$ cat config.mk
export PLATFORM = sky130hd
export DESIGN_NAME = udp_tx_arbiter
export DESIGN_NICKNAME = d
export VERILOG_FILES = /design/src/rtl/udp_tx_arbiter.sv
export SDC_FILE = /design/constraint.sdc
export NUM_CORES = 1
export LEC_CHECK = 0
export ABC_CLOCK_PERIOD_IN_PS = 8500
export BUFFER_PORTS_ARGS = -buffer_cell sky130_fd_sc_hd__buf_2
export CAP_MARGIN = 40
export CORE_MARGIN = 5
export CORE_UTILIZATION = 53
export CTS_CLUSTER_SIZE = 24
export DETAILED_ROUTE_END_ITERATION = 7
export GPL_TIMING_DRIVEN = 0
export PLACE_DENSITY = 0.89
export REMOVE_ABC_BUFFERS = 1
export SYNTH_ARGS = -nofsm -noshare
export SYNTH_HDL_FRONTEND = slang
export SYNTH_SLANG_ARGS = --single-unit
$ cat constraint.sdc
create_clock -name gmii_tx_clk -period 8.5 [get_ports gmii_tx_clk]
set_input_delay 0.425 -clock gmii_tx_clk [delete_from_list [all_inputs] [get_ports gmii_tx_clk]]
set_output_delay 0.425 -clock gmii_tx_clk [all_outputs]
set_load 0.03 [all_outputs]
$ cat src/rtl/udp_tx_arbiter.sv
// udp_tx_arbiter: round-robin arbiter that multiplexes CH_NUM user channels onto a
// single UDP transmitter. It rejects bad lengths and aborts a transfer that stalls.
module udp_tx_arbiter #(
    parameter int          CH_NUM  = 4,
    parameter logic [15:0] MAX_LEN = 16'd1472,
    parameter int          TIMEOUT = 1024
) (
    input  logic                      gmii_tx_clk,
    input  logic                      rst,
    input  logic [CH_NUM-1:0]         ch_tx_en,
    input  logic [CH_NUM*16-1:0]      ch_tx_data_num,
    input  logic [CH_NUM*8-1:0]       ch_tx_data,
    output logic [CH_NUM-1:0]         ch_tx_req,
    output logic [CH_NUM-1:0]         ch_tx_ack,
    output logic [CH_NUM-1:0]         ch_tx_done,
    output logic [CH_NUM-1:0]         ch_tx_err,
    output logic                      udp_tx_en,
    output logic [15:0]               udp_tx_data_num,
    output logic [7:0]                udp_tx_data,
    input  logic                      udp_tx_req,
    input  logic                      tx_rdy,
    output logic                      busy,
    output logic [$clog2(CH_NUM)-1:0] cur_ch
);

    localparam int CH_W = $clog2(CH_NUM);
    localparam int TO_W = $clog2(TIMEOUT + 1);

    typedef enum logic [1:0] {IDLE, START, XFER, WAIT_END} state_e;

    state_e          state_q, state_d;
    logic [CH_W-1:0] last_grant_q, last_grant_d;
    logic [CH_W-1:0] cur_ch_q, cur_ch_d;
    logic [15:0]     len_q, len_d;
    logic [15:0]     byte_cnt_q, byte_cnt_d;
    logic [TO_W-1:0] idle_cnt_q, idle_cnt_d;

    logic            grant_found;
    logic [CH_W-1:0] grant_idx;
    logic [15:0]     grant_len;

    // Search starts one past the last winner so every requester is served in turn.
    always_comb begin
        grant_found = 1'b0;
        grant_idx   = last_grant_q;
        for (int k = 1; k <= CH_NUM; k++) begin
            if (!grant_found && ch_tx_en[(int'(last_grant_q) + k) % CH_NUM]) begin
                grant_found = 1'b1;
                grant_idx   = CH_W'((int'(last_grant_q) + k) % CH_NUM);
            end
        end
        grant_len = ch_tx_data_num[16*int'(grant_idx) +: 16];
    end

    always_comb begin
        // NOTE: every _d and every output is defaulted first, so no path can infer a latch.
        state_d         = state_q;
        last_grant_d    = last_grant_q;
        cur_ch_d        = cur_ch_q;
        len_d           = len_q;
        byte_cnt_d      = byte_cnt_q;
        idle_cnt_d      = idle_cnt_q;
        ch_tx_req       = '0;
        ch_tx_ack       = '0;
        ch_tx_done      = '0;
        ch_tx_err       = '0;
        udp_tx_en       = 1'b0;
        udp_tx_data_num = '0;
        udp_tx_data     = '0;
        busy            = 1'b0;
        cur_ch          = '0;

        // Outputs are held at zero for the whole reset cycle, not just after it.
        if (!rst) begin
            busy   = (state_q != IDLE);
            cur_ch = cur_ch_q;
            if (state_q != IDLE) begin
                udp_tx_data_num = len_q;
                udp_tx_data     = ch_tx_data[8*int'(cur_ch_q) +: 8];
            end

            unique case (state_q)
                IDLE: begin
                    if (tx_rdy && grant_found) begin
                        last_grant_d = grant_idx;
                        cur_ch_d     = grant_idx;
                        len_d        = grant_len;
                        byte_cnt_d   = '0;
                        idle_cnt_d   = '0;
                        if (grant_len == 16'd0 || grant_len > MAX_LEN) begin
                            ch_tx_err[grant_idx] = 1'b1;
                        end else begin
                            ch_tx_ack[grant_idx] = 1'b1;
                            state_d              = START;
                        end
                    end
                end
                START: begin
                    udp_tx_en = 1'b1;
                    state_d   = XFER;
                end
                XFER: begin
                    if (udp_tx_req) begin
                        ch_tx_req[cur_ch_q] = 1'b1;
                        byte_cnt_d          = byte_cnt_q + 16'd1;
                        idle_cnt_d          = '0;
                        if (byte_cnt_q + 16'd1 == len_q) state_d = WAIT_END;
                    end else if (idle_cnt_q == TO_W'(TIMEOUT - 1)) begin
                        ch_tx_err[cur_ch_q] = 1'b1;
                        state_d             = IDLE;
                    end else begin
                        idle_cnt_d = idle_cnt_q + TO_W'(1);
                    end
                end
                WAIT_END: begin
                    if (tx_rdy) begin
                        ch_tx_done[cur_ch_q] = 1'b1;
                        state_d              = IDLE;
                    end
                end
                default: state_d = IDLE;
            endcase
        end
    end

    always_ff @(posedge gmii_tx_clk) begin
        // NOTE: non-blocking assignments so every flop samples the pre-edge values.
        if (rst) begin
            state_q      <= IDLE;
            last_grant_q <= CH_W'(CH_NUM - 1);
            cur_ch_q     <= '0;
            len_q        <= '0;
            byte_cnt_q   <= '0;
            idle_cnt_q   <= '0;
        end else begin
            state_q      <= state_d;
            last_grant_q <= last_grant_d;
            cur_ch_q     <= cur_ch_d;
            len_q        <= len_d;
            byte_cnt_q   <= byte_cnt_d;
            idle_cnt_q   <= idle_cnt_d;
        end
    end

endmodule

# ---- After elaboration in Yosys (flattened, before gate mapping)
# Cells that the tools add are included.
dict set report word_totals {
  register_bits 49
  inputBits 104
  out_inout_bits 44
  elab_cells 123
}
dict set report classes {
  n_addsub 6
  n_lt_le_gt_ge 9
  eq_ne 12
  n_shift 2
  muxes 62
  bitwise_logic 4
  reduce_logical 22
}
# cell count
set op_table {}
lappend op_table {{2-to-1 mux 16 bit} 4}
lappend op_table {{indexed part select 64 x 7 -> 16 bit} 1}
lappend op_table {{2-to-1 mux 4 bit} 15}
lappend op_table {{2-to-1 mux 11 bit} 3}
lappend op_table {{case mux 16 bit (2 select lines)} 1}
lappend op_table {{indexed part select 32 x 6 -> 8 bit} 1}
lappend op_table {{2-to-1 mux 2 bit} 11}
lappend op_table {{case mux 11 bit (2 select lines)} 1}
lappend op_table {{2-to-1 mux 1 bit} 17}
lappend op_table {{adder 16 x 1 -> 16 bit (second input constant)} 1}
lappend op_table {{equality test 16 bit} 1}
lappend op_table {{> comparator 16 x 11 -> 1 bit (second input constant)} 1}
lappend op_table {{logical NOT 16 bit} 1}
lappend op_table {{less-than comparator 3 x 4 -> 1 bit (second input constant)} 4}
lappend op_table {{2-to-1 mux 8 bit} 2}
lappend op_table {{adder 11 x 1 -> 11 bit (second input constant)} 1}
lappend op_table {{equality test 11 x 10 -> 1 bit (second input constant)} 1}
lappend op_table {{inequality test 3 bit (second input constant)} 3}
lappend op_table {{binary-select mux 1 bit (select 2 bit)} 4}
lappend op_table {{inequality test 2 bit (second input constant)} 4}
lappend op_table {{case mux 2 bit (4 select lines)} 1}
lappend op_table {{case mux 4 bit (2 select lines)} 1}
lappend op_table {{OR reduction 2 bit} 4}
lappend op_table {{logical AND 1 bit} 6}
lappend op_table {{15 further kinds} 28}

# ---- Longest topological paths before layout
# Gate-level depths: netlist of run 1.
dict set report logic_depth {
  ltp_word 24
  ltp_mapped 10
  depth_no_buf 9
}

# ---- Least setup slack after synthesis of run 1
# No wires, ideal clock.
dict set report synth_timing {
  kind {input to output}
  startpoint {input port ch_tx_en[0]}
  endpoint {output port ch_tx_err[2]}
  arrival_time_ns 3.328
  t_required_ns 8.075
  path_slack_ns 4.747
  path_stages 9
  path_buffers 1
  path_cell_list {nand2b_1 -> a21boi_2 -> nor3_2 -> buf_6 -> mux4_2 -> or3_1 -> or4_1 -> and3_4 -> o21ai_1}
}
dict set report synth_via {
  elab_chain_cells 21
  word_cells_on_any_way 40
  classes_between {order compare: 3; shift: 1; mux: 26; reduce/logical: 10}
}
# element line
set synth_lines {}
lappend synth_lines {{from (decl)} 10} ;# input logic [CH_NUM-1:0] ch_tx_en,
lappend synth_lines {{parallel branches: the longest is 18 deep, another holds binary-select mux 1 bit (select 2 bit)} --}
lappend synth_lines {{2-to-1 mux 4 bit *} 84} ;# if (tx_rdy && grant_found) begin
lappend synth_lines {{case mux 4 bit (2 select lines) *} 82} ;# unique case (state_q)
lappend synth_lines {{2-to-1 mux 4 bit *} 74} ;# if (!rst) begin
lappend synth_lines {{to (decl)} 16} ;# output logic [CH_NUM-1:0] ch_tx_err,
# Mark *: on every way between the ends. The select of a mux whose other input is x is not followed.

# ---- Final worst setup path of run 1
dict set report layout_timing {
  startpoint {register last_grant_q[0]}
  endpoint {output port ch_tx_err[3]}
}
dict set report layout_via {
  elab_chain_cells 22
  word_cells_on_any_way 44
  classes_between {add/sub: 4; order compare: 3; shift: 1; mux: 26; reduce/logical: 10}
}
# element line
set layout_lines {}
lappend layout_lines {{from (decl)} 32} ;# logic [CH_W-1:0] last_grant_q, last_grant_d;
lappend layout_lines {{from (signal assigned)} 130} ;# last_grant_q <= CH_W'(CH_NUM - 1);
lappend layout_lines {{from (signal assigned)} 137} ;# last_grant_q <= last_grant_d;
lappend layout_lines {{parallel branches: the longest is 19 deep, another holds adder 2 x 1 -> 2 bit} --}
lappend layout_lines {{2-to-1 mux 4 bit *} 84}
lappend layout_lines {{case mux 4 bit (2 select lines) *} 82}
lappend layout_lines {{2-to-1 mux 4 bit *} 74}
# Marked as above.

==> results of run 1 <==
[power breakdown]
group	leakage [uW]	internal [uW]	switching, uW
sequential	0.000398	239	15.0
clock	0.0000433	64.5	79.8
combinational	0.00148	76.3	83.3
[sequential cells by signal, indices dropped and copies added, names as in the netlist]
register / flops
byte_cnt_q: 16
cur_ch_q: 2
last_grant_q: 2
idle_cnt_q: 11
state_q: 2
len_q: 16
[Yosys cell counts, drive strengths merged, types with 2 or more instances]
cell     n
a211oi  12
and2    28
nor3b   14
dfxtp   49
nand2b   8
o211ai   5
a31oi    5
nand2   68
xor2    12
or2      5
and3     8
nor2    55
or4      3
nor3    16
o21ai   21
nor2b    6
nand4   10
and4     3
clkbuf  33
a22oi    2
or3     12
mux4    16
a21oi   39
nor4     8
nand3   17
inv      3
xnor2   17
ha       2
buf      6
[cell usage in the layout, fill, tap and decap left out, types with 10 or more instances in the layout]
| cell type | count |
|---|---|
| o21ai_0 | 18 |
| a21oi_1 | 37 |
| xor2_1 | 12 |
| xnor2_1 | 17 |
| a211oi_1 | 12 |
| mux4_2 | 14 |
| nand4_1 | 10 |
| nand3_1 | 17 |
| buf_2 | 147 |
| dfxtp_1 | 49 |
| nand2_1 | 68 |
| and2_1 | 28 |
| or3_1 | 12 |
| nor3_1 | 14 |
| nor3b_1 | 13 |
| nor2_1 | 55 |
[per-layer routing]
layer	global-route usage, %	vias to the layer above	wire, um
met5	0	-	0
met4	9.99	0	245
met3	4.65	30	733
met2	45.3	183	5900
met1	29.6	1976	4300
li1	-	2011	-
[worst max-delay path, stage by stage, from the launching register on]
cell and delay, ns:
dfxtp_1 0.33, nand2b_1 0.18, o211a_1 0.27, nor2_1 0.47, buf_4 0.31, mux4_2 0.37, or4_1 0.52, or4_1 0.45
and3_4 0.22, o21ai_2 0.14, buf_2 0.22
[final cells by class]
class                      count  area (sq um)
fill                         561          2240
inverter                       3          11.3
clock inverter                 1          7.51
timing repair buffer         151           781
sequential                    49           981
multi-input combinational    406          2600
tap                           96           120
clock buffer                   6          82.6
[path summary, 6_finish.rpt]
path | start | end | cells after the start
worst min-delay path | tx_rdy | state_q[1] | 4
worst max-delay path | last_grant_q[0] | ch_tx_err[3] | 10
worst min register to register | len_q[15] | len_q[15] | 2
worst max register to register | last_grant_q[0] | state_q[0] | 9
[per-stage QoR]
stage          area, sq um  setup WS, ns  instances  total power [uW]  util [%]
6_report              4590          4.28        712               558      67.1
5_1_grt               4590          4.13        712               582      67.1
4_1_cts               4590          4.28        712               555      67.1
3_5_place_dp          4500          4.44        705               417      65.8
3_3_place_gp          4440          3.77        701               407      65.0
2_1_floorplan         3580          4.18        458               358         -
[logic make-up (layout without fill, tap and decap cells)]
family,Yosys count,in the layout
and+or+nand+nor,263,263
AOI/OAI and AO/OA,94,94
muxes,18,18
buffers and inverters,42,161
xor gates and xnor gates,29,29
DFF,49,49
adders and majority gates,2,2
==> flow_summary.json, run 1 <==
{
  "power.static_leakage_uw": 0.00193,
  "drc": 0,
  "synth_seq_cells": 49,
  "ys_async_sr_fraction_pct": 0,
  "start_kind": "flop",
  "synth_area_sq_um": 3740,
  "synth_simple_gate_area_share_pct": 36.0,
  "finClkSkew_ns": 0.00642,
  "p_per_area_nw_per_um2": 122,
  "synth-seq-area-share_pct": 26.2,
  "h-tree-depth": 2,
  "cts.sinks": 49,
  "cts.path.max_buffers": 2,
  "synthAdderAreaFrac_pct": 0.669,
  "numCtsBuffers": 5,
  "grt.overflow.total": 0,
  "status": "finished, final reports clean",
  "grt_pass1_vias": 4071,
  "synth_xor_area_share_pct": 6.79,
  "cts.reportedPaths.clkPinSlew_ns": 0.09,
  "synth_top_family_by_area": "simple AND/OR/NAND/NOR gates",
  "synth.largest_area_cell": "dfxtp_1",
  "fp-row-count": 30,
  "syn_inst": 497,
  "top_level_ports": 148,
  "maxCapViolCount": 0,
  "wl_mm": 11.2,
  "worst_slew_pin_slew_ns": 0.909,
  "die_h_um": 94,
  "drt_pre_antenna_iters": 8,
  "timing.fmax_ghz": 0.237,
  "wire_per_inst_um": 15.7,
  "ff2ff_setup_slack_ns": 5.13,
  "start_util_pct": 54.7,
  "grt_pass1_wl_mm": 18.3,
  "synth_cell_types": 53,
  "hold_buffers": 0,
  "fin_crit_ns": 4.22,
  "track_usage_pct": 25.3,
  "dp.final_hpwl_mm": 8.61,
  "synth_top_area_share_pct": 26.2,
  "gp_congestion": 0.876,
  "clock_latency_ns": 0.31,
  "fin_setup_tns_ns": 0,
  "drive_gt1_share_pct": 30.0,
  "cts_tree": "built",
  "period_share_pct": 49.6,
  "cp-end-kind": "primary output",
  "setup.worst_path.class": "flop to primary output",
  "rsz0062_at_grt": "false",
  "synth.area.top_cells": "dfxtp_1, mux4_2, nand2_1",
  "crit_arrival_ns": 3.79,
  "cp.required_ns": 8.08,
  "slew_viol_final": 0,
  "cts_resized": 0,
  "path_max_fanout": 14,
  "ys_warn_count": 0,
  "irDropWorstVdd_mv": 0.0844,
  "antenna_found_initial": 0,
  "slew_headroom_pct": 39.4,
  "synth_edf_count": 0,
  "antenna_left": 0,
  "diodes": 0,
  "post_cts.repair.setup_buffers": 0,
  "hp-class": "input pin to flop",
  "syn_avg_cell_area_sq_um": 7.52,
  "core_area_sq_um": 6830,
  "cts_root_buf": "clkbuf_8",
  "fp.dieW_um": 94,
  "syn2layout_area_growth_pct": 22.6,
  "ys.flop_type": "dfxtp_1",
  "grt_max_degree": 51,
  "synth_mux_area_share_pct": 10.4,
  "design.die.area_sq_um": 8840,
  "vias": 4200,
  "finalHoldViolations": 0,
  "nets": 722,
  "portBuffers": 147,
  "via_per_inst": 5.90,
  "drt-initial-drc-count": 326,
  "finalSetupViolCount": 0,
  "holdWs_ns": 0.481,
  "synth_compound_area_share_pct": 15.5
}
(Power assumes the default switching activity.)
==> run 2, diff against run 1 <==
--- a/config.mk
+++ b/config.mk
@@ -5,15 +5,15 @@
 export SDC_FILE = /design/constraint.sdc
 export NUM_CORES = 1
 export LEC_CHECK = 0
-export ABC_CLOCK_PERIOD_IN_PS = 8500
+export ABC_CLOCK_PERIOD_IN_PS = 3500
 export BUFFER_PORTS_ARGS = -buffer_cell sky130_fd_sc_hd__buf_2
 export CAP_MARGIN = 40
 export CORE_MARGIN = 5
-export CORE_UTILIZATION = 53
+export CORE_UTILIZATION = 45
 export CTS_CLUSTER_SIZE = 24
 export DETAILED_ROUTE_END_ITERATION = 7
 export GPL_TIMING_DRIVEN = 0
-export PLACE_DENSITY = 0.89
+export PLACE_DENSITY = 0.81
 export REMOVE_ABC_BUFFERS = 1
 export SYNTH_ARGS = -nofsm -noshare
 export SYNTH_HDL_FRONTEND = slang
==> constraint.sdc (replaced) <==
create_clock -name gmii_tx_clk -period 3.5 [get_ports gmii_tx_clk]
set_input_delay 0.175 -clock gmii_tx_clk [delete_from_list [all_inputs] [get_ports gmii_tx_clk]]
set_output_delay 0.175 -clock gmii_tx_clk [all_outputs]
set_load 0.03 [all_outputs]
==> run 2 against run 1 <==
The flow now finishes with violations (negative setup slack). Non-clock buffer count grew 9. Sequential cell count is the same. Global-route usage shrank 3.6 points. Highest routed layer unchanged. Critical path type unchanged.
==> flow_summary.json, run 2 (synthesis gave the netlist of run 1 again) <==
{
  "status": "finished with violations",
  "violations": "negative setup slack",
  "portBuffers": 147,
  "p_per_area_nw_per_um2": 294,
  "timing.fmax_ghz": 0.279,
  "wl_mm": 11.5,
  "rsz0062_at_grt": "true",
  "path_max_fanout": 6,
  "drc": 0,
  "antenna_found_initial": 0,
  "grt_pass1_wl_mm": 18.3,
  "final_core_util_pct": 58.9,
  "drt_pre_antenna_iters": 5,
  "power.static_leakage_uw": 0.00203,
  "crit_chain": "nand2b_4 > a21boi_4 > nor3_4 > buf_12 > mux4_2 > or4_4 > or4_4 > and3_4 > o21ai_4 > buf_6",
  "syn2layout_area_growth_pct": 28.8,
  "die_h_um": 101,
  "fp.dieW_um": 101,
  "cp.required_ns": 3.32,
  "h-tree-depth": 2,
  "dp.final_hpwl_mm": 8.71,
  "grt_max_degree": 51,
  "cp-end-kind": "primary output",
  "diodes": 0,
  "cp_top_family": "simple AND/OR/NAND/NOR gates",
  "final_cell_mix": "buf_2, nand2_1, nor2_1",
  "finalHoldViolations": 0,
  "cts.reportedPaths.clkPinSlew_ns": 0.09,
  "finClkSkew_ns": 0.00646,
  "cts_tree": "built",
  "start_kind": "flop",
  "fin_setup_tns_ns": -0.276,
  "top_level_ports": 148,
  "fin_crit_ns": 3.59,
  "final_common_cell": "buf_2",
  "setup.worst_path.class": "flop to primary output",
  "irDropWorstVdd_mv": 0.209,
  "crit_arrival_ns": 3.41,
  "slowest_delay_ns": 0.54,
  "grt_pass1_vias": 3979,
  "fillerInstances": 730,
  "drt-initial-drc-count": 263,
  "drive_gt1_share_pct": 33.1,
  "via_per_inst": 5.69,
  "finalSetupViolCount": 5,
  "hp-class": "input pin to flop",
  "fp-row-count": 33,
  "slew_headroom_pct": 39.1,
  "vias": 4159,
  "numCtsBuffers": 5,
  "maxCapViolCount": 0,
  "top_regs": "byte_cnt_q: 16 flops, len_q: 16 flops, idle_cnt_q: 11 flops",
  "crit_slowest_cell": "or4_4",
  "crit_path_frequent_cell": "or4_4",
  "worst_slew_pin_slew_ns": 0.912,
  "cts_root_buf": "clkbuf_8",
  "grt.overflow.total": 0,
  "slew_viol_final": 0,
  "nets": 731,
  "design.die.area_sq_um": 10200,
  "cts.sinks": 49,
  "track_usage_pct": 21.7,
  "critPathBufInv": 2,
  "cts.path.max_buffers": 2,
  "core_area_sq_um": 8180,
  "start_util_pct": 45.7,
  "gp_congestion": 0.880,
  "fin_ws_ns": -0.0879,
  "hold_buffers": 0,
  "clock_latency_ns": 0.31,
  "wire_per_inst_um": 15.8,
  "antenna_left": 0,
  "period_share_pct": 103
}
run 2: final cells by class:
| class | instances | area [sq um] | area share [%] |
|---|---|---|---|
| clock buffer | 6 | 72.6 | 1.51 |
| clock inverter | 2 | 13.8 | 0.286 |
| inverter | 3 | 11.3 | 0.234 |
| multi-input combinational | 406 | 2670 | 55.4 |
| sequential | 49 | 983 | 20.4 |
| tap | 105 | 131 | 2.73 |
| timing repair buffer | 160 | 935 | 19.4 |
run 2: path summary, 6_finish.rpt:
check | slack (ns) | from | depth (start not counted) | endpoint
max | -0.09 | last_grant_q[0] | 10 | ch_tx_err[0]
min | 0.21 | tx_rdy | 4 | state_q[1]
max reg2reg | 0.56 | last_grant_q[0] | 9 | state_q[0]
min reg2reg | 0.50 | len_q[1] | 2 | len_q[1]
run 2: power breakdown:
part	leakage, uW	switching, uW	internal (uW)
clock	0.0000456	198	143
combinational	0.00159	219	235
sequential	0.000398	39.7	582
run 2: worst register-to-register path: cells and delay by family, from the launching register on:
kind | cells | cell delay [ns]
DFF | 1 | 0.36
buffers and inverters | 1 | 0.18
muxes | 1 | 0.52
and+or+nand+nor | 5 | 1.61
AOI/OAI and AO/OA | 2 | 0.17
run 2: per-layer routing:
metal	vias up	track usage, %	wire, um
met2	152	38.2	5790
li1	2025	-	-
met1	1945	26.2	4730
met5	-	0	0
met3	37	3.44	577
met4	0	9.10	431
run 2: repair_timing:
action,4_1_cts,5_1_grt
gates cloned,2,0
endpoints found under the setup margin,8,8
buffers inserted,6,1
resized for setup,21,7
pin swaps,4,1
run 2: stage by stage:
step / instance area, sq um / hold slack, ns / setup slack (ns) / cells / power, uW
after detailed placement: 4500 / 0.490 / -0.133 / 714 / 1010
after global placement: 4450 / 0.469 / -0.777 / 710 / 992
after floorplan: 3580 / 0.244 / -0.496 / 458 / 868
final: 4820 / 0.208 / -0.0879 / 731 / 1420
after CTS: 4780 / 0.208 / -0.0379 / 730 / 1400
after global routing: 4820 / 0.246 / -0.180 / 731 / 1480
